$ cat src/rtl/operand_fetch_if.sv
// operand_fetch_if: decode-side issue, register-file read, writeback snoop and
// downstream operand bundle of the operand fetch stage.
interface operand_fetch_if;
  logic        in_valid;
  logic        in_ready;
  logic [2:0]  in_src0;
  logic [2:0]  in_src1;
  logic [2:0]  in_dst;
  logic        in_wr;
  logic [2:0]  r_addr_0;
  logic [2:0]  r_addr_1;
  logic [31:0] r_val_0;
  logic [31:0] r_val_1;
  logic        wb_enable;
  logic [2:0]  wb_addr;
  logic [31:0] wb_data;
  logic        out_valid;
  logic        out_ready;
  logic [31:0] out_op0;
  logic [31:0] out_op1;
  logic [2:0]  out_dst;
  logic        out_wr;
  logic [7:0]  pending;

  modport master (
    output in_valid, in_src0, in_src1, in_dst, in_wr,
    output r_val_0, r_val_1,
    output wb_enable, wb_addr, wb_data,
    output out_ready,
    input  in_ready, r_addr_0, r_addr_1,
    input  out_valid, out_op0, out_op1, out_dst, out_wr,
    input  pending
  );

  modport slave (
    input  in_valid, in_src0, in_src1, in_dst, in_wr,
    input  r_val_0, r_val_1,
    input  wb_enable, wb_addr, wb_data,
    input  out_ready,
    output in_ready, r_addr_0, r_addr_1,
    output out_valid, out_op0, out_op1, out_dst, out_wr,
    output pending
  );
endinterface

$ cat src/rtl/operand_fetch.sv
// operand_fetch: register read, write scoreboard and one-entry operand bundle.
// Define OPERAND_FETCH_BYPASS_EN to forward snooped writeback data.
module operand_fetch (
  input logic            clk,
  input logic            rst_n,
  operand_fetch_if.slave bus
);

  logic        out_valid_q, out_valid_d;
  logic [31:0] op0_q, op0_d;
  logic [31:0] op1_q, op1_d;
  logic [2:0]  dst_q, dst_d;
  logic        wr_q, wr_d;
  logic [7:0]  pending_q, pending_d;

  logic [7:0]  wb_mask;
  logic [7:0]  fwd_mask;
  logic [7:0]  busy;
  logic        fwd0, fwd1;
  logic        hazard;
  logic        accept;

  assign bus.r_addr_0 = bus.in_src0;
  assign bus.r_addr_1 = bus.in_src1;

  always_comb begin
    wb_mask = '0;
    if (bus.wb_enable) wb_mask[bus.wb_addr] = 1'b1;
  end

`ifdef OPERAND_FETCH_BYPASS_EN
  assign fwd_mask = wb_mask;
  assign fwd0 = bus.wb_enable && (bus.wb_addr == bus.in_src0);
  assign fwd1 = bus.wb_enable && (bus.wb_addr == bus.in_src1);
`else
  assign fwd_mask = '0;
  assign fwd0 = 1'b0;
  assign fwd1 = 1'b0;
`endif

  // A register whose write lands this edge is free only when forwarded.
  assign busy = pending_q & ~fwd_mask;

  assign hazard = busy[bus.in_src0] ||
                  busy[bus.in_src1] ||
                  (bus.in_wr && busy[bus.in_dst]);

  assign bus.in_ready = (!out_valid_q || bus.out_ready) && !hazard;
  assign accept = bus.in_valid && bus.in_ready;

  always_comb begin
    out_valid_d = out_valid_q;
    op0_d       = op0_q;
    op1_d       = op1_q;
    dst_d       = dst_q;
    wr_d        = wr_q;
    pending_d   = pending_q;
    if (accept) begin
      out_valid_d = 1'b1;
      op0_d       = fwd0 ? bus.wb_data : bus.r_val_0;
      op1_d       = fwd1 ? bus.wb_data : bus.r_val_1;
      dst_d       = bus.in_dst;
      wr_d        = bus.in_wr;
    end else if (out_valid_q && bus.out_ready) begin
      out_valid_d = 1'b0;
    end
    if (bus.wb_enable) pending_d[bus.wb_addr] = 1'b0;
    // Issuing a new writer of the same register outranks its retiring write.
    if (accept && bus.in_wr) pending_d[bus.in_dst] = 1'b1;
  end

  always_ff @(posedge clk or negedge rst_n) begin
    if (!rst_n) begin
      out_valid_q <= 1'b0;
      op0_q       <= '0;
      op1_q       <= '0;
      dst_q       <= '0;
      wr_q        <= 1'b0;
      pending_q   <= '0;
    end else begin
      out_valid_q <= out_valid_d;
      op0_q       <= op0_d;
      op1_q       <= op1_d;
      dst_q       <= dst_d;
      wr_q        <= wr_d;
      pending_q   <= pending_d;
    end
  end

  assign bus.out_valid = out_valid_q;
  assign bus.out_op0   = op0_q;
  assign bus.out_op1   = op1_q;
  assign bus.out_dst   = dst_q;
  assign bus.out_wr    = wr_q;
  assign bus.pending   = pending_q;

endmodule
$ cat src/flat_wrapper.sv
// flat-port wrapper written by rule: the top's interface ports become plain ports
module operand_fetch_flat 
  (clk, rst_n, bus_in_valid, bus_in_src0, bus_in_src1, bus_in_dst, bus_in_wr, bus_r_val_0, bus_r_val_1, bus_wb_enable, bus_wb_addr, bus_wb_data, bus_out_ready, bus_in_ready, bus_r_addr_0, bus_r_addr_1, bus_out_valid, bus_out_op0, bus_out_op1, bus_out_dst, bus_out_wr, bus_pending);
  operand_fetch_if bus_i ();
  input logic clk;
  input logic rst_n;
  input wire logic [$bits(bus_i.in_valid)-1:0] bus_in_valid;
  input wire logic [$bits(bus_i.in_src0)-1:0] bus_in_src0;
  input wire logic [$bits(bus_i.in_src1)-1:0] bus_in_src1;
  input wire logic [$bits(bus_i.in_dst)-1:0] bus_in_dst;
  input wire logic [$bits(bus_i.in_wr)-1:0] bus_in_wr;
  input wire logic [$bits(bus_i.r_val_0)-1:0] bus_r_val_0;
  input wire logic [$bits(bus_i.r_val_1)-1:0] bus_r_val_1;
  input wire logic [$bits(bus_i.wb_enable)-1:0] bus_wb_enable;
  input wire logic [$bits(bus_i.wb_addr)-1:0] bus_wb_addr;
  input wire logic [$bits(bus_i.wb_data)-1:0] bus_wb_data;
  input wire logic [$bits(bus_i.out_ready)-1:0] bus_out_ready;
  output wire logic [$bits(bus_i.in_ready)-1:0] bus_in_ready;
  output wire logic [$bits(bus_i.r_addr_0)-1:0] bus_r_addr_0;
  output wire logic [$bits(bus_i.r_addr_1)-1:0] bus_r_addr_1;
  output wire logic [$bits(bus_i.out_valid)-1:0] bus_out_valid;
  output wire logic [$bits(bus_i.out_op0)-1:0] bus_out_op0;
  output wire logic [$bits(bus_i.out_op1)-1:0] bus_out_op1;
  output wire logic [$bits(bus_i.out_dst)-1:0] bus_out_dst;
  output wire logic [$bits(bus_i.out_wr)-1:0] bus_out_wr;
  output wire logic [$bits(bus_i.pending)-1:0] bus_pending;
  assign bus_i.in_valid = bus_in_valid;
  assign bus_i.in_src0 = bus_in_src0;
  assign bus_i.in_src1 = bus_in_src1;
  assign bus_i.in_dst = bus_in_dst;
  assign bus_i.in_wr = bus_in_wr;
  assign bus_i.r_val_0 = bus_r_val_0;
  assign bus_i.r_val_1 = bus_r_val_1;
  assign bus_i.wb_enable = bus_wb_enable;
  assign bus_i.wb_addr = bus_wb_addr;
  assign bus_i.wb_data = bus_wb_data;
  assign bus_i.out_ready = bus_out_ready;
  assign bus_in_ready = bus_i.in_ready;
  assign bus_r_addr_0 = bus_i.r_addr_0;
  assign bus_r_addr_1 = bus_i.r_addr_1;
  assign bus_out_valid = bus_i.out_valid;
  assign bus_out_op0 = bus_i.out_op0;
  assign bus_out_op1 = bus_i.out_op1;
  assign bus_out_dst = bus_i.out_dst;
  assign bus_out_wr = bus_i.out_wr;
  assign bus_pending = bus_i.pending;
  operand_fetch u_core (.clk(clk), .rst_n(rst_n), .bus(bus_i));
endmodule
$ cat config.mk
export PLATFORM = sky130hd
export DESIGN_NAME = operand_fetch_flat
export DESIGN_NICKNAME = d
export VERILOG_FILES = /design/src/rtl/operand_fetch_if.sv /design/src/rtl/operand_fetch.sv /design/src/flat_wrapper.sv
export SDC_FILE = /design/constraint.sdc
export NUM_CORES = 1
export LEC_CHECK = 0
export CAP_MARGIN = 20
export CORE_UTILIZATION = 41
export CTS_CLUSTER_SIZE = 25
export DETAILED_ROUTE_END_ITERATION = 8
export PLACE_DENSITY = 0.86
export SLEW_MARGIN = 20
export SYNTH_ARGS = -nofsm -noshare
export SYNTH_HDL_FRONTEND = slang
export SYNTH_SLANG_ARGS = --single-unit
$ cat constraint.sdc
create_clock -name clk -period 7.47 [get_ports clk]
set_clock_uncertainty 0.05 [all_clocks]
set_input_delay 1.494 -clock clk [delete_from_list [all_inputs] [get_ports clk]]
set_output_delay 1.494 -clock clk [all_outputs]
set_load 0.01 [all_outputs]
==> results.ini, run 1 <==
[logic_synthesis]
syn-num-nets = 334
synth_edf_count = 0
synthArstFlopShare_pct = 100
synth_cell_types = 26
syn_avg_cell_area_um2 = 15.3
synth.ff_latch_count = 77
syn_area_um2 = 3360
synthCells = 220
ys_warn_count = 0
yosysSeqAreaShare_pct = 57.3
ys.flop_type = dfrtp_1

[critical_path]
crit_path_start_kind = input port
r2r_end = u_core.bus.out_op0[28]
r2r_start = u_core.bus.pending[7]
worst-setup-path-type = in -> out
crit_fanout = 13
path_cells = clkdlybuf4s50_1 > nand3b_1 > a21oi_1 > o41a_1 > nor3_1 > clkdlybuf4s50_1
end_kind = output port
crit_path_frequent_cell = clkdlybuf4s50_1
crit_arrival_ns = 3.73
required_ns = 5.93
slowest_stage = clkdlybuf4s50_1
rr_worst_depth = 5
regToRegSetupSlack_ns = 4.60
max_stage_delay_ns = 0.80

[outcome]
outcome = completed

[floorplan]
chipHeight_um = 92.6
die-area_um2 = 8570
die_w_um = 92.6
coreArea_um2 = 7850
num_rows = 32
start_util_pct = 42.8
pin_count = 198

[clock_network]
clock_sinks = 77
holdBufCountCts = 0
ctsRootBufferMaster = clkbuf_8
post_cts_buffers = 0
cts_repair_resize_count = 0
cts.htree.levels = 3
cts_tree = done
cts_made_buffers = 9
insertion_delay_ns = 0.33
clk_pin_slew_ns = 0.07
clockBufferDepth = 2

[detailed_routing]
antenna_left = 0
post_drt_wl_per_cell_um = 16.1
wl_mm = 7.81
vias = 2431
wl_met2_mm = 3.84
met3_length_um = 595
vias_per_cell = 5.00
maxUsedRoutingLayer = met4
m1WireLength_mm = 3.27
drtIter0Drc = 69
first_pass_iters = 6
drc = 0

[layout]
nets = 493
final_common_cell = clkdlybuf4s50_1
final_layout_size_suffix_gt1_share_pct = 24.2
syn_to_final_growth_pct = 54.5
n_antenna_cell = 0
instances_no_fill = 486
multi_input_area_um2 = 1280
fill_cells = 602
post-route-util_pct = 66.2
layout_common_cells = clkdlybuf4s50_1, dfrtp_1, mux2_2
seqCellArea_um2 = 1930

[placed_design]
dp_cells = 469
port_buffers = 165
dp_hpwl_mm = 5.42
place_congestion = 0.816

[grt]
grt_pass1_vias = 2602
grt_max_degree = 78
grt_antenna_before_repair = 0
track_usage_pct = 18.4
grt_pass1_wl_mm = 12.4
gr-total-overflow = 0

[pwr]
power_density_nw_per_um2 = 382
vdd_drop_max_v = 0.000233
power_leakage_nw = 2.19

[timing]
finalHoldViolations = 0
finalSetupViolCount = 0
relSlewSlack_pct = 34.2
tns_ns = 0
final.period_utilization_pct = 70.6
rsz0062_at_grt = false
worst-slew-pin-transition_ns = 0.987
period_minus_slack_ns = 5.27
fmax_mhz = 190
drv_slew = 0

[hold_path]
hold_class = reg -> reg
worstHoldStart = u_core.bus.out_dst[2]
holdPathStages = 1
holdPathEnd = u_core.bus.out_dst[2]

[flow_run]
maxCapViolations = 0

where the power goes:
part           internal, mW  switching, mW
logic                 0.637          0.341
clock network         0.122          0.151
registers             0.620          0.115
total                  1.38          0.608
state kept, by name, summed over array words and instances, names as in the netlist:
signal                cells
u_core.bus.out_op1       32
u_core.bus.out_op0       32
u_core.bus.pending        8
u_core.bus.out_dst        3
u_core.bus.out_valid      1
u_core.bus.out_wr         1
worst max-delay path by stage:
stage / startpoint / to / slack [ns] / depth (start not counted)
finish: bus_in_dst[1] / bus_in_ready / 2.20 / 6
global route: bus_in_dst[0] / bus_in_ready / 2.13 / 6
CTS: bus_in_dst[1] / bus_in_ready / 2.20 / 6
detailed placement: bus_in_dst[1] / bus_in_ready / 2.21 / 6
global placement: bus_in_dst[0] / bus_in_ready / 2.21 / 6
floorplan: bus_in_src1[0] / bus_in_ready / 3.36 / 3
final cells by class:
cell class / instances / area share (%)
clock buffer: 11 / 2.53
clock inverter: 5 / 0.698
inverter: 3 / 0.217
multi-input combinational: 122 / 24.7
sequential: 77 / 37.1
tap: 102 / 2.46
timing repair buffer: 166 / 32.3
logic make-up after synthesis:
kind of cell           Yosys count  synth area share, %
flip-flops                      77                 57.3
multiplexers                    74                 27.7
AO/OA/AOI/OAI                   25                 6.18
AND/OR/NAND/NOR                 23                 4.39
buffers and inverters           21                 4.47
Yosys cell counts, types with 3 or more instances:
cell type / number / share of area (%)
a21oi_1: 3 / 0.45
buf_2: 6 / 0.89
buf_4: 7 / 1.6
buf_6: 5 / 1.7
dfrtp_1: 77 / 57
inv_1: 3 / 0.33
mux2_2: 47 / 16
mux2_4: 21 / 9.4
mux2i_1: 4 / 1.2
nand2_1: 4 / 0.45
nand2b_1: 6 / 1.1
nand3_1: 3 / 0.45
nand3b_1: 5 / 1.1
o21ai_0: 6 / 0.89
o31ai_1: 6 / 1.3
o41ai_2: 4 / 1.9
metrics by stage:
step,setup WS (ns),instance area [um^2],hold slack [ns],power [mW]
floorplan,3.36,3360,0.500,1.19
global placement,2.21,5000,0.435,1.69
detailed placement,2.21,5000,0.441,1.72
CTS,2.20,5170,0.458,2.01
global route,2.13,5190,0.468,2.09
finish,2.20,5190,0.456,1.99
critical path, delay by kind of cell:
family | cells | cell delay, ns
AND/OR/NAND/NOR | 2 | 0.38
AO/OA/AOI/OAI | 2 | 0.48
buffers and inverters | 2 | 1.36
metal layers:
layer	up-vias	track usage, %
met2	121	30.5
met1	1194	22.0
met3	10	6.90
li1	1106	-
met5	-	0
met4	0	5.86
(Power assumes the default switching activity.)
==> run 2: changes to the inputs <==
Settings changed: CORE_UTILIZATION 41 to 34, PLACE_DENSITY 0.86 to 0.76.
Clock period 7.47 ns to 4.7 ns, I/O delays scaled along.
==> results.ini, run 2 (synthesis results as in run 1) <==
[outcome]
outcome = completed

[floorplan]
die-area_um2 = 10300
num_rows = 35
pin_count = 198
coreArea_um2 = 9420
die_w_um = 101
chipHeight_um = 101
start_util_pct = 35.7

[flow_run]
maxCapViolations = 0

[layout]
layout_common_cells = clkdlybuf4s50_1, dfrtp_1, mux2_2
fill_cells = 781
seqCellArea_um2 = 1930
syn_to_final_growth_pct = 57.4
final_layout_size_suffix_gt1_share_pct = 24.5
multi_input_area_um2 = 1280
final_common_cell = clkdlybuf4s50_1
nets = 493
n_antenna_cell = 0

[detailed_routing]
drc = 0
first_pass_iters = 4
drtIter0Drc = 52
post_drt_wl_per_cell_um = 15.2
antenna_left = 0
vias_per_cell = 4.73
vias = 2427
wl_mm = 7.82

[timing]
drv_slew = 0
fmax_mhz = 241
period_minus_slack_ns = 4.15
relSlewSlack_pct = 37.9
finalHoldViolations = 0
tns_ns = 0
finalSetupViolCount = 0
worst_slack_ns = 0.550
rsz0062_at_grt = false
worst-slew-pin-transition_ns = 0.931
final.period_utilization_pct = 88.3

[pwr]
vdd_drop_max_v = 0.000275
switching_share_pct = 29.2
cell_internal_pwr_mw = 2.35
clock_power_share_pct = 17.9
power_density_nw_per_um2 = 626
pwr-share-seq_pct = 35.3
power_leakage_nw = 2.22
combPwrFrac_pct = 46.7
power_switching_uw = 966
p_total_mw = 3.31

[grt]
gr-usage-met2_pct = 27.4
grt_pass1_vias = 2640
gr-total-overflow = 0
busiest_layer = met2
grt_max_degree = 78
grt_antenna_before_repair = 0
grt_pass1_wl_mm = 12.4
use_met3_pct = 5.52
use_met1_pct = 17.7
track_usage_pct = 15.7

[hold_path]
holdPathEnd = u_core.bus.out_op1[25]
hold_class = reg -> reg
worstHoldStart = u_core.bus.out_op1[25]
holdPathStages = 1

[placed_design]
place_congestion = 0.769
post-place-ws_ns = 0.554
dp_hpwl_mm = 5.56
port_buffers = 165

[critical_path]
worst-setup-path-type = in -> out
required_ns = 3.71
rr_worst_depth = 5
crit_path_start_kind = input port
crit_arrival_ns = 3.16
r2r_end = u_core.bus.out_op1[15]
regToRegSetupSlack_ns = 1.86
r2r_start = u_core.bus.pending[7]
end_kind = output port
crit_fanout = 13

[clock_network]
insertion_delay_ns = 0.33
holdBufCountCts = 0
cts_repair_resize_count = 0
clockBufferDepth = 2
post_cts_buffers = 0
cts_tree = done
clk_pin_slew_ns = 0.08
cts_made_buffers = 9
cts.htree.levels = 3
clock_sinks = 77
ctsRootBufferMaster = clkbuf_8

[run 2: metal layers]
| layer | share of wire, % | wire length, um | up-vias |
|---|---|---|---|
| met2 | 51 | 3970 | 104 |
| met1 | 39 | 3090 | 1206 |
| met4 | 1.3 | 104 | 0 |
| li1 | - | - | 1107 |
| met3 | 8.4 | 657 | 10 |
| met5 | 0 | 0 | - |
[run 2: critical path, stage by stage]
cell and delay, ns:
clkdlybuf4s50_1 0.78, nand3b_1 0.18, a21oi_1 0.08, o41a_1 0.42, nor3_1 0.20, clkdlybuf4s50_1 0.57
[run 2: area by class of cell]
type | instances | share of cell area (%)
Clock inverter | 6 | 2.10
Multi-Input combinational cell | 122 | 24.3
Inverter | 3 | 0.213
Tap cell | 129 | 3.05
Timing Repair Buffer | 166 | 31.5
Sequential cell | 77 | 36.4
Clock buffer | 10 | 2.41
[run 2: power groups by stage]
stage	registers, mW	logic [mW]	clock network [mW]
floorplan	1.32	0.580	0
global placement	1.16	1.54	0
detailed placement	1.18	1.56	0
CTS	1.17	1.57	0.610
global route	1.21	1.65	0.640
finish	1.17	1.55	0.594
[run 2: per-stage QoR]
stage | cells | utilization [%] | hold WS (ns) | instance area (um^2)
3_5_place_dp | 496 | 53.5 | 0.441 | 5030
6_report | 513 | 56.2 | 0.459 | 5290
3_3_place_gp | 496 | 53.5 | 0.437 | 5030
4_1_cts | 512 | 56.0 | 0.462 | 5270
2_1_floorplan | 220 | - | 0.500 | 3360
5_1_grt | 513 | 56.2 | 0.475 | 5290
[run 2: worst max-delay path by stage]
| stage | start | end | slack (ns) | cells past startpoint |
|---|---|---|---|---|
| floorplan | bus_in_src1[0] | u_core.bus.out_dst[0] | 1.61 | 7 |
| global placement | bus_in_dst[1] | bus_in_ready | 0.55 | 6 |
| detailed placement | bus_in_dst[0] | bus_in_ready | 0.55 | 6 |
| CTS | bus_in_dst[1] | bus_in_ready | 0.55 | 6 |
| global route | bus_in_src1[0] | bus_in_ready | 0.45 | 5 |
| finish | bus_in_dst[1] | bus_in_ready | 0.55 | 6 |
==> run 3: changes to the inputs <==
Settings changed: SKIP_CTS_REPAIR_TIMING set to 1.
==> results of run 3 <==
The final DEF is identical to that of run 2; final timing and power are the same.
